[config.mk]
export PLATFORM = sky130hd
export DESIGN_NAME = alu_arbiter
export DESIGN_NICKNAME = d
export VERILOG_FILES = /design/src/rtl/alu_arbiter.sv
export SDC_FILE = /design/constraint.sdc
export NUM_CORES = 1
export LEC_CHECK = 0
export ABC_AREA = 0
export CAP_MARGIN = 15
export CORE_UTILIZATION = 39
export CTS_CLUSTER_DIAMETER = 150
export DETAILED_ROUTE_END_ITERATION = 8
export GPL_TIMING_DRIVEN = 0
export PLACE_DENSITY = 0.88
export SETUP_SLACK_MARGIN = 0.3
export SYNTH_ARGS = -nofsm -noshare
export SYNTH_HDL_FRONTEND = slang
export SYNTH_SLANG_ARGS = --single-unit
export TNS_END_PERCENT = 20
[constraint.sdc]
create_clock -name clk -period 4.64 [get_ports clk]
set_clock_uncertainty 0.15 [all_clocks]
set_input_delay 0.928 -clock clk [delete_from_list [all_inputs] [get_ports clk]]
set_output_delay 0.928 -clock clk [all_outputs]
set_load 0.01 [all_outputs]
[src/rtl/alu_arbiter.sv]
// alu_arbiter: shares one combinational ALU between two valid/ready requesters.
// Each accepted operation is latched, presented to the ALU for one cycle
// (EXEC), and returned as a registered result tagged with the requester id
// (RESP). A response handshake and a new accept can share one edge, giving one
// op every two cycles when rsp_ready is held high.
//
// Build option: define ALU_ARB_FIXED_PRIO_EN for fixed priority (req0 always
// wins ties, no last-grant register). Default build is round-robin.
//
// Ports:
//   clk, reset                     clock, asynchronous active-high reset
//   reqN_valid / reqN_ready        request handshake, N = 0, 1 (ready is combinational)
//   reqN_a, reqN_b                 operands (DATA_W)
//   reqN_shamt, reqN_op            shift amount (5), ALU op code (5)
//   alu_a, alu_b, alu_shamt, alu_op   operands driven to the external ALU
//   alu_result                     combinational ALU result
//   rsp_valid / rsp_ready          response handshake
//   rsp_id, rsp_data               requester id and result value
module alu_arbiter #(
    parameter int unsigned DATA_W = 32
) (
    input  logic              clk,
    input  logic              reset,

    input  logic              req0_valid,
    output logic              req0_ready,
    input  logic [DATA_W-1:0] req0_a,
    input  logic [DATA_W-1:0] req0_b,
    input  logic [4:0]        req0_shamt,
    input  logic [4:0]        req0_op,

    input  logic              req1_valid,
    output logic              req1_ready,
    input  logic [DATA_W-1:0] req1_a,
    input  logic [DATA_W-1:0] req1_b,
    input  logic [4:0]        req1_shamt,
    input  logic [4:0]        req1_op,

    output logic [DATA_W-1:0] alu_a,
    output logic [DATA_W-1:0] alu_b,
    output logic [4:0]        alu_shamt,
    output logic [4:0]        alu_op,
    input  logic [DATA_W-1:0] alu_result,

    output logic              rsp_valid,
    input  logic              rsp_ready,
    output logic              rsp_id,
    output logic [DATA_W-1:0] rsp_data
);

    localparam int unsigned SHAMT_W = 5;
    localparam int unsigned OP_W    = 5;

    typedef enum logic [1:0] {
        S_IDLE = 2'd0,
        S_EXEC = 2'd1,
        S_RESP = 2'd2
    } state_t;

    state_t               r_state;
    state_t               w_state_nxt;

    logic [DATA_W-1:0]    r_a;
    logic [DATA_W-1:0]    r_b;
    logic [SHAMT_W-1:0]   r_shamt;
    logic [OP_W-1:0]      r_op;
    logic                 r_id;
    logic                 r_rsp_valid;
    logic                 r_rsp_id;
    logic [DATA_W-1:0]    r_rsp_data;

    logic                 w_can_accept;
    logic                 w_any_valid;
    logic                 w_grant0;
    logic                 w_grant1;
    logic                 w_accept;

    assign w_any_valid = req0_valid | req1_valid;

    // Arbitration: pick a winner among the valids, independent of state.
`ifdef ALU_ARB_FIXED_PRIO_EN
    always_comb begin
        w_grant0 = req0_valid;
        w_grant1 = req1_valid & ~req0_valid;
    end
`else
    logic r_last_id;

    // On a tie the requester that was not granted last wins.
    always_comb begin
        w_grant0 = req0_valid & (~req1_valid | r_last_id);
        w_grant1 = req1_valid & (~req0_valid | ~r_last_id);
    end

    always_ff @(posedge clk or posedge reset) begin
        if (reset) begin
            r_last_id <= 1'b1;
        end else if (w_accept) begin
            r_last_id <= w_grant1;
        end
    end
`endif

    // Next-state logic; accepting is allowed in IDLE and in a completing RESP.
    always_comb begin
        w_state_nxt  = r_state;
        w_can_accept = 1'b0;
        case (r_state)
            S_IDLE: begin
                w_can_accept = ~reset;
                if (w_any_valid) begin
                    w_state_nxt = S_EXEC;
                end
            end
            S_EXEC: begin
                w_state_nxt = S_RESP;
            end
            S_RESP: begin
                if (rsp_ready) begin
                    w_can_accept = ~reset;
                    w_state_nxt  = w_any_valid ? S_EXEC : S_IDLE;
                end
            end
            default: begin
                w_state_nxt = S_IDLE;
            end
        endcase
    end

    assign w_accept   = w_can_accept & w_any_valid;
    assign req0_ready = w_can_accept & w_grant0;
    assign req1_ready = w_can_accept & w_grant1;

    // State register
    always_ff @(posedge clk or posedge reset) begin
        if (reset) begin
            r_state <= S_IDLE;
        end else begin
            r_state <= w_state_nxt;
        end
    end

    // Operand registers: only written on accept, so the ALU inputs stay quiet.
    always_ff @(posedge clk or posedge reset) begin
        if (reset) begin
            r_a     <= '0;
            r_b     <= '0;
            r_shamt <= '0;
            r_op    <= '0;
            r_id    <= 1'b0;
        end else if (w_accept) begin
            r_a     <= w_grant1 ? req1_a     : req0_a;
            r_b     <= w_grant1 ? req1_b     : req0_b;
            r_shamt <= w_grant1 ? req1_shamt : req0_shamt;
            r_op    <= w_grant1 ? req1_op    : req0_op;
            r_id    <= w_grant1;
        end
    end

    // Response registers: result captured at the end of EXEC, held through RESP.
    always_ff @(posedge clk or posedge reset) begin
        if (reset) begin
            r_rsp_valid <= 1'b0;
            r_rsp_id    <= 1'b0;
            r_rsp_data  <= '0;
        end else begin
            r_rsp_valid <= (w_state_nxt == S_RESP);
            if (r_state == S_EXEC) begin
                r_rsp_id   <= r_id;
                r_rsp_data <= alu_result;
            end
        end
    end

    assign alu_a     = r_a;
    assign alu_b     = r_b;
    assign alu_shamt = r_shamt;
    assign alu_op    = r_op;

    assign rsp_valid = r_rsp_valid;
    assign rsp_id    = r_rsp_id;
    assign rsp_data  = r_rsp_data;

endmodule

Word level (Yosys, flattened, before mapping)
Cells that the tools add are included.
{"block": "op_classes", "n_eq_ne": 3, "muxes": 10, "bitwise_logic": 12, "n_reduce_logical": 1}
{"op": "32-bit two-way mux", "n": 2}
{"op": "5-bit two-way mux", "n": 2}
{"op": "2-bit one-hot mux with 3 select lines", "n": 1}
{"op": "1-bit bitwise AND", "n": 5}
{"op": "2-bit == test, second input constant", "n": 2}
{"op": "2-bit two-way mux", "n": 2}
{"op": "1-bit NOT", "n": 4}
{"op": "1-bit bitwise OR", "n": 3}
{"op": "2-bit by 1-bit == test with 1-bit output, second input constant", "n": 1}
{"op": "2-bit zero test", "n": 1}
{"op": "1-bit two-way mux", "n": 2}
{"op": "1-bit one-hot mux with 2 select lines", "n": 1}
{"block": "word_totals", "register_bits": 112, "inputBits": 185, "out_inout_bits": 110, "elab_cells": 36}

Logic depth before layout (Yosys ltp)
Gate-level depths: netlist of run 1.
{"block": "logic_depth", "depth_word": 5, "mapped_depth": 5, "ltp_nobuf": 3}

Least setup slack after synthesis of run 1
No wires, ideal clock.
{"block": "synth_timing", "kind": "input -> output", "start": "input port req1_valid", "end": "output port req1_ready", "arrival_time_ns": 1.764, "required_time_ns": 3.562, "slack_ns": 1.798, "path_stages": 4, "path_buffers": 2, "cell_sequence": "a21bo_2 > buf_4 > clkbuf_1 > nor3_1"}
{"block": "synth_via", "elab_chain_cells": 2}
{"item": "start: declaration", "line": "32", "source": "input logic req1_valid,"}
{"item": "1-bit bitwise AND", "line": "92", "source": "w_grant1 = req1_valid & (~req0_valid | ~r_last_id);"}
{"item": "1-bit bitwise AND", "line": "132", "source": "assign req1_ready = w_can_accept & w_grant1;"}
{"item": "end: declaration", "line": "33", "source": "output logic req1_ready,"}
No other way between the ends.

Final worst setup path of run 1
Same ends and word-level chain as after synthesis.

==> results of run 1 <==
sequential cells by signal (all words and copies together) (netlist names):
signal,cells
alu_b,32
rsp_valid,1
r_state,2
alu_shamt,5
alu_op,5
alu_a,32
rsp_data,32
rsp_id,1
r_last_id,1
r_id,1
layer usage:
layer  GRT usage (%)  up-vias  wire (um)
met5               0        -          0
met4            9.62        0        489
met3            6.81       37       1280
met2            43.0      214       8490
met1            27.0     2301       6350
li1                -     2078          -
placed cells by master (no fill, tap or decap), drive strengths merged, types with 3 or more instances in the layout:
cell type,instances
nor3,3
inv,5
clkinv,4
clkbuf,25
clkdlybuf4s50,294
nor2,4
o32ai,74
buf,29
a2bb2oi,74
mux2,33
dfrtp,111
a31oi,3
critical path, delay by kind of cell:
family          cells  cell delay, ns
buf+inv             4            1.62
simple gates        1            0.21
compound gates      1            0.26
final timing paths:
kind | end | slack, ns | cells past startpoint
min in group asynchronous | r_state[0]$_DFF_PP0_ | 0.94 | 2
worst max register to register | alu_shamt[3]$_DFFE_PP0P_ | 2.64 | 5
worst max-delay path | req1_ready | 0.54 | 6
worst min register to register | rsp_data[20]$_DFFE_PP0N_ | 0.36 | 1
max in group asynchronous | rsp_data[9]$_DFFE_PP0N_ | 2.68 | 3
worst min-delay path | rsp_data[20]$_DFFE_PP0N_ | 0.36 | 1
power breakdown:
group          leakage (nW)  total, mW  internal [mW]  switching (mW)
logic                  1.92       2.70           1.68            1.03
clock network         0.144      0.754          0.376           0.378
registers              1.24       1.79           1.47           0.322
total                  3.30       5.25           3.52            1.73
logic make-up (layout without fill, tap and decap cells):
family	after synthesis	after routing	share of synthesized area, %
compound gates	154	154	32.4
flops	112	112	53.1
buf+inv	46	357	5.86
mux	33	33	7.04
simple gates	13	13	1.56
area by class of cell:
type,instances,area [sq um]
clock buffer,9,225
sequential,112,2800
multi-input combinational,200,2160
timing repair buffer,295,2970
buffer,44,302
fill,988,4480
inverter,2,10.0
clock inverter,7,62.6
tap,176,220
==> impl_metrics.env, run 1 <==
export IMPL_ant_nets=0
export IMPL_rows=42
export IMPL_track_usage_pct=24.1
export IMPL_drt_wl_total_um=16600
export IMPL_synth_edf_count=0
export IMPL_cpMostUsedCell="clkdlybuf4s50_1"
export IMPL_ioPinCount=295
export IMPL_design_area_sq_um=8760
export IMPL_worst_slew_margin_rel_pct=57.8
export IMPL_max_cap_violations=0
export IMPL_crit_type="input pin to output pin"
export IMPL_fin_hold_ws_ns=0.358
export IMPL_leakagePower_nw=3.30
export IMPL_cts_max_level=3
export IMPL_ys_seq_area_share_pct=53.1
export IMPL_crit_path_end_kind="output pin"
export IMPL_grt_antenna_before_repair=0
export IMPL_cts_buffers=9
export IMPL_place_hpwl_um=12700
export IMPL_placed_cell_area_sq_um=8470
export IMPL_die_height_um=118
export IMPL_rsz0062_at_grt="no"
export IMPL_cp_start_kind="input pin"
export IMPL_first_pass_iters=4
export IMPL_vdd_ir_drop_worst_v=0.000304
export IMPL_required_ns=3.56
export IMPL_cp_arrival_ns=3.02
export IMPL_synth_nets=543
export IMPL_drc=0
export IMPL_ys_top_cells_by_area="dfrtp_1, a2bb2oi_2, o32ai_1, mux2_2, a2bb2oi_1"
export IMPL_core_sq_um=13200
export IMPL_crit_chain="clkdlybuf4s50_1 > a21bo_2 > buf_4 > clkbuf_1 > nor3_1 > clkdlybuf4s50_1"
export IMPL_synthCells=358
export IMPL_tightest_slew_ns=0.633
export IMPL_total_power_mw=5.25
export IMPL_power_density_nw_per_um2=599
export IMPL_syn_cell_area_sq_um=5280
export IMPL_die_area_sq_um=14000
export IMPL_layout_drive_gt1_share_pct=21.4
export IMPL_initialDrtViolationCount=185
export IMPL_worst_hold_path_type="flip-flop to flip-flop"
export IMPL_clock_sinks=112
export IMPL_die_width_um=118
export IMPL_gp_congestion=0.825
export IMPL_slowest_delay_ns=0.61
export IMPL_worst_slack_ns=0.542
export IMPL_initial_core_util_pct=39.9
export IMPL_clockRootBuffer="clkbuf_16"
export IMPL_cts_max_path_buffers=2
export IMPL_grt_max_degree=66
export IMPL_yosys_cell_types_count=23
export IMPL_utilization_pct=66.1
export IMPL_synth_commonest_cells="dfrtp_1, o32ai_1, a2bb2oi_2"
export IMPL_fmax_ghz=0.244
export IMPL_vias=4630
export IMPL_grt_pass1_vias=5093
export IMPL_crit_start="req1_valid"
export IMPL_yosys_warnings=0
export IMPL_synthFlopType="dfrtp_1"
export IMPL_fin_nets=849
export IMPL_post_cts_resized=0
export IMPL_synth_most_common_cell="dfrtp_1"
export IMPL_yosysTopAreaCell="dfrtp_1"
export IMPL_outcome="completed"
export IMPL_overflow=0
export IMPL_synth_top_area_share_pct=52.6
export IMPL_dp_slack_ns=0.548
export IMPL_cts_tree="yes"
export IMPL_r2r_start="r_last_id$_DFFE_PP1P_"
export IMPL_grt_pass1_wl_um=26600
export IMPL_avgSynthCellArea_sq_um=14.7
export IMPL_critPathSlowestCell="clkdlybuf4s50_1"
export IMPL_clk_pin_slew_ns=0.08
export IMPL_ys_ff_latch=112
export IMPL_period_minus_slack_ns=4.10
export IMPL_cts_setup_buffers=0
export IMPL_dp_cells=829
export IMPL_synthArstFlopShare_pct=100
export IMPL_detail_route_wl_per_cell_um=19.6
export IMPL_setup_tns_ns=0
export IMPL_hold_buffers=0
export IMPL_via_per_inst=5.48
export IMPL_slew_violations=0
export IMPL_diodes=0
export IMPL_finalNonFillerCells=845
export IMPL_areaGrowthSynthToFinish_pct=66.0
export IMPL_insertion_delay_ns=0.35
export IMPL_setup_violations_final=0
export IMPL_crit_fanout=10
export IMPL_hold_viol=0
export IMPL_finalCritPeriodShare_pct=88.3
export IMPL_hp_start="rsp_data[20]$_DFFE_PP0N_"
export IMPL_numPortBuffers=294
Power figures use the tool's default switching activity.
==> run 2, diff against run 1 <==
ABC_AREA = 1   (was 0)
==> run 2 against run 1 <==
  * Critical path depth is the same
  * Synthesized cell count grew 100%
  * Global-route usage grew 1.4 points
  * Wire length grew 6.6%
  * First-iteration DRC count grew 65%
  * Critical endpoint unchanged
==> impl_metrics.env, run 2 <==
export IMPL_outcome="completed"
export IMPL_ys_ff_latch=112
export IMPL_die_height_um=119
export IMPL_cts_buffers=9
export IMPL_syn_cell_area_sq_um=5380
export IMPL_via_per_inst=4.81
export IMPL_power_density_nw_per_um2=549
export IMPL_synth_nets=917
export IMPL_reg2regPathDepth=8
export IMPL_required_ns=3.56
export IMPL_die_area_sq_um=14300
export IMPL_slew_violations=0
export IMPL_yosys_warnings=0
export IMPL_fin_nets=1225
export IMPL_rsz0062_at_grt="no"
export IMPL_vias=5870
export IMPL_clk_pin_slew_ns=0.07
export IMPL_grt_max_degree=41
export IMPL_setup_tns_ns=0
export IMPL_numPortBuffers=294
export IMPL_rows=42
export IMPL_period_minus_slack_ns=4.10
export IMPL_yosys_cell_types_count=19
export IMPL_hold_buffers=0
export IMPL_track_usage_pct=25.5
export IMPL_insertion_delay_ns=0.33
export IMPL_ant_nets=0
export IMPL_ys_top_cells_by_area="dfrtp_1, nand2_1, nand3_1, buf_2, buf_4"
export IMPL_total_power_mw=4.87
export IMPL_final_common_cell="nand2_1"
export IMPL_synth_most_common_cell="nand2_1"
export IMPL_fmax_ghz=0.244
export IMPL_cts_max_level=3
export IMPL_drt_wl_total_um=17700
export IMPL_crit_path_end_kind="output pin"
export IMPL_drc=0
export IMPL_finalCritPeriodShare_pct=88.4
export IMPL_first_pass_iters=6
export IMPL_fillers=1108
export IMPL_initial_core_util_pct=40.3
export IMPL_place_hpwl_um=13600
export IMPL_synth_commonest_cells="nand2_1, dfrtp_1, nand3_1"
export IMPL_grt_antenna_before_repair=0
export IMPL_grt_pass1_wl_um=28700
export IMPL_diodes=0
export IMPL_hold_viol=0
export IMPL_post_cts_resized=0
export IMPL_clock_sinks=112
export IMPL_leakagePower_nw=4.47
export IMPL_hold_depth=2
export IMPL_cts_setup_buffers=0
export IMPL_synthFlopType="dfrtp_1"
export IMPL_core_sq_um=13300
export IMPL_vdd_ir_drop_worst_v=0.000292
export IMPL_synthArstFlopShare_pct=100
export IMPL_cts_max_path_buffers=2
export IMPL_avgSynthCellArea_sq_um=7.34
export IMPL_grt_pass1_vias=5833
export IMPL_die_width_um=119
export IMPL_worst_slew_margin_rel_pct=35.1
export IMPL_cp_start_kind="input pin"
export IMPL_worst_hold_path_type="flip-flop to flip-flop"
export IMPL_synthCells=732
export IMPL_setup_violations_final=0
export IMPL_cp_arrival_ns=3.02
export IMPL_yosysTopAreaCell="dfrtp_1"
export IMPL_areaGrowthSynthToFinish_pct=65.0
export IMPL_final_cell_mix="nand2_1, clkdlybuf4s50_1, dfrtp_1, nand3_1, buf_2"
export IMPL_synth_top_area_share_pct=51.7
export IMPL_max_cap_violations=0
export IMPL_cts_tree="yes"
export IMPL_layout_drive_gt1_share_pct=5.93
export IMPL_ioPinCount=295
export IMPL_gp_congestion=0.847
export IMPL_synth_edf_count=0
export IMPL_clockRootBuffer="clkbuf_16"
export IMPL_initialDrtViolationCount=306
export IMPL_overflow=0
export IMPL_crit_fanout=37
export IMPL_detail_route_wl_per_cell_um=14.5
export IMPL_crit_type="input pin to output pin"
export IMPL_ys_seq_area_share_pct=52.2
export IMPL_tightest_slew_ns=0.969
==> run 2: final cells by class <==
cell class | count | area [sq um] | share of cell area, %
buffer | 50 | 272 | 3.06
clock buffer | 10 | 229 | 2.58
clock inverter | 6 | 53.8 | 0.606
inverter | 9 | 38.8 | 0.437
multi-input combinational | 561 | 2270 | 25.5
sequential | 112 | 2800 | 31.6
tap | 176 | 220 | 2.48
timing repair buffer | 296 | 2980 | 33.6
timing repair inverter | 1 | 5.00 | 0.0564
==> run 2: cells by family (layout without fill, tap and decap cells) <==
logic type,count (synthesis),count (layout),synth area share [%]
AOI/OAI and AO/OA,2,2,0.279
buffers and inverters,59,372,5.70
DFF,112,112,52.2
and+or+nand+nor,559,559,41.9
==> run 2: worst paths after layout <==
path                                        from                      end  slack, ns
max in group asynchronous                  reset    alu_a[26]$_DFFE_PP0P_       2.61
max reg2reg                r_last_id$_DFFE_PP1P_     alu_b[4]$_DFFE_PP0P_       2.83
min                        r_last_id$_DFFE_PP1P_    r_last_id$_DFFE_PP1P_       0.31
min reg2reg                r_last_id$_DFFE_PP1P_    r_last_id$_DFFE_PP1P_       0.31
max                                        reset               req1_ready       0.54
min in group asynchronous                  reset  rsp_data[9]$_DFFE_PP0N_       0.90
==> run 2: report_power, final <==
group	total [mW]	switching, mW	internal (mW)
combinational	2.42	1.16	1.25
sequential	1.72	0.263	1.45
clock	0.742	0.368	0.374
==> run 2: per-stage QoR <==
stage / instances / setup slack [ns] / utilization, % / instance area, sq um / hold slack (ns)
floorplan: 732 / 0.558 / - / 5380 / 0.292
global placement: 1202 / -1.19 / 64.0 / 8540 / 0.299
detailed placement: 1204 / 0.181 / 64.3 / 8580 / 0.307
CTS: 1221 / 0.504 / 66.5 / 8870 / 0.317
global route: 1221 / 0.416 / 66.5 / 8870 / 0.342
finish: 1221 / 0.539 / 66.5 / 8870 / 0.315
==> run 2: layer usage <==
metal,GRT usage [%],share of wire (%)
met5,0,0
met4,9.30,2.8
met3,6.23,7.9
met2,45.3,50
met1,29.6,40
==> run 2: worst max-delay path: stages <==
cell	delay [ns]
clkdlybuf4s50_1	0.57
clkinvlp_4	0.45
buf_12	0.36
nand3_2	0.12
nor2_1	0.06
clkdlybuf4s50_1	0.50
==> run 3, diff against run 2 <==
CAP_MARGIN = unset   (was 15)
==> results of run 3 <==
Same layout as run 2: the final DEF is identical, and so are final timing and power.
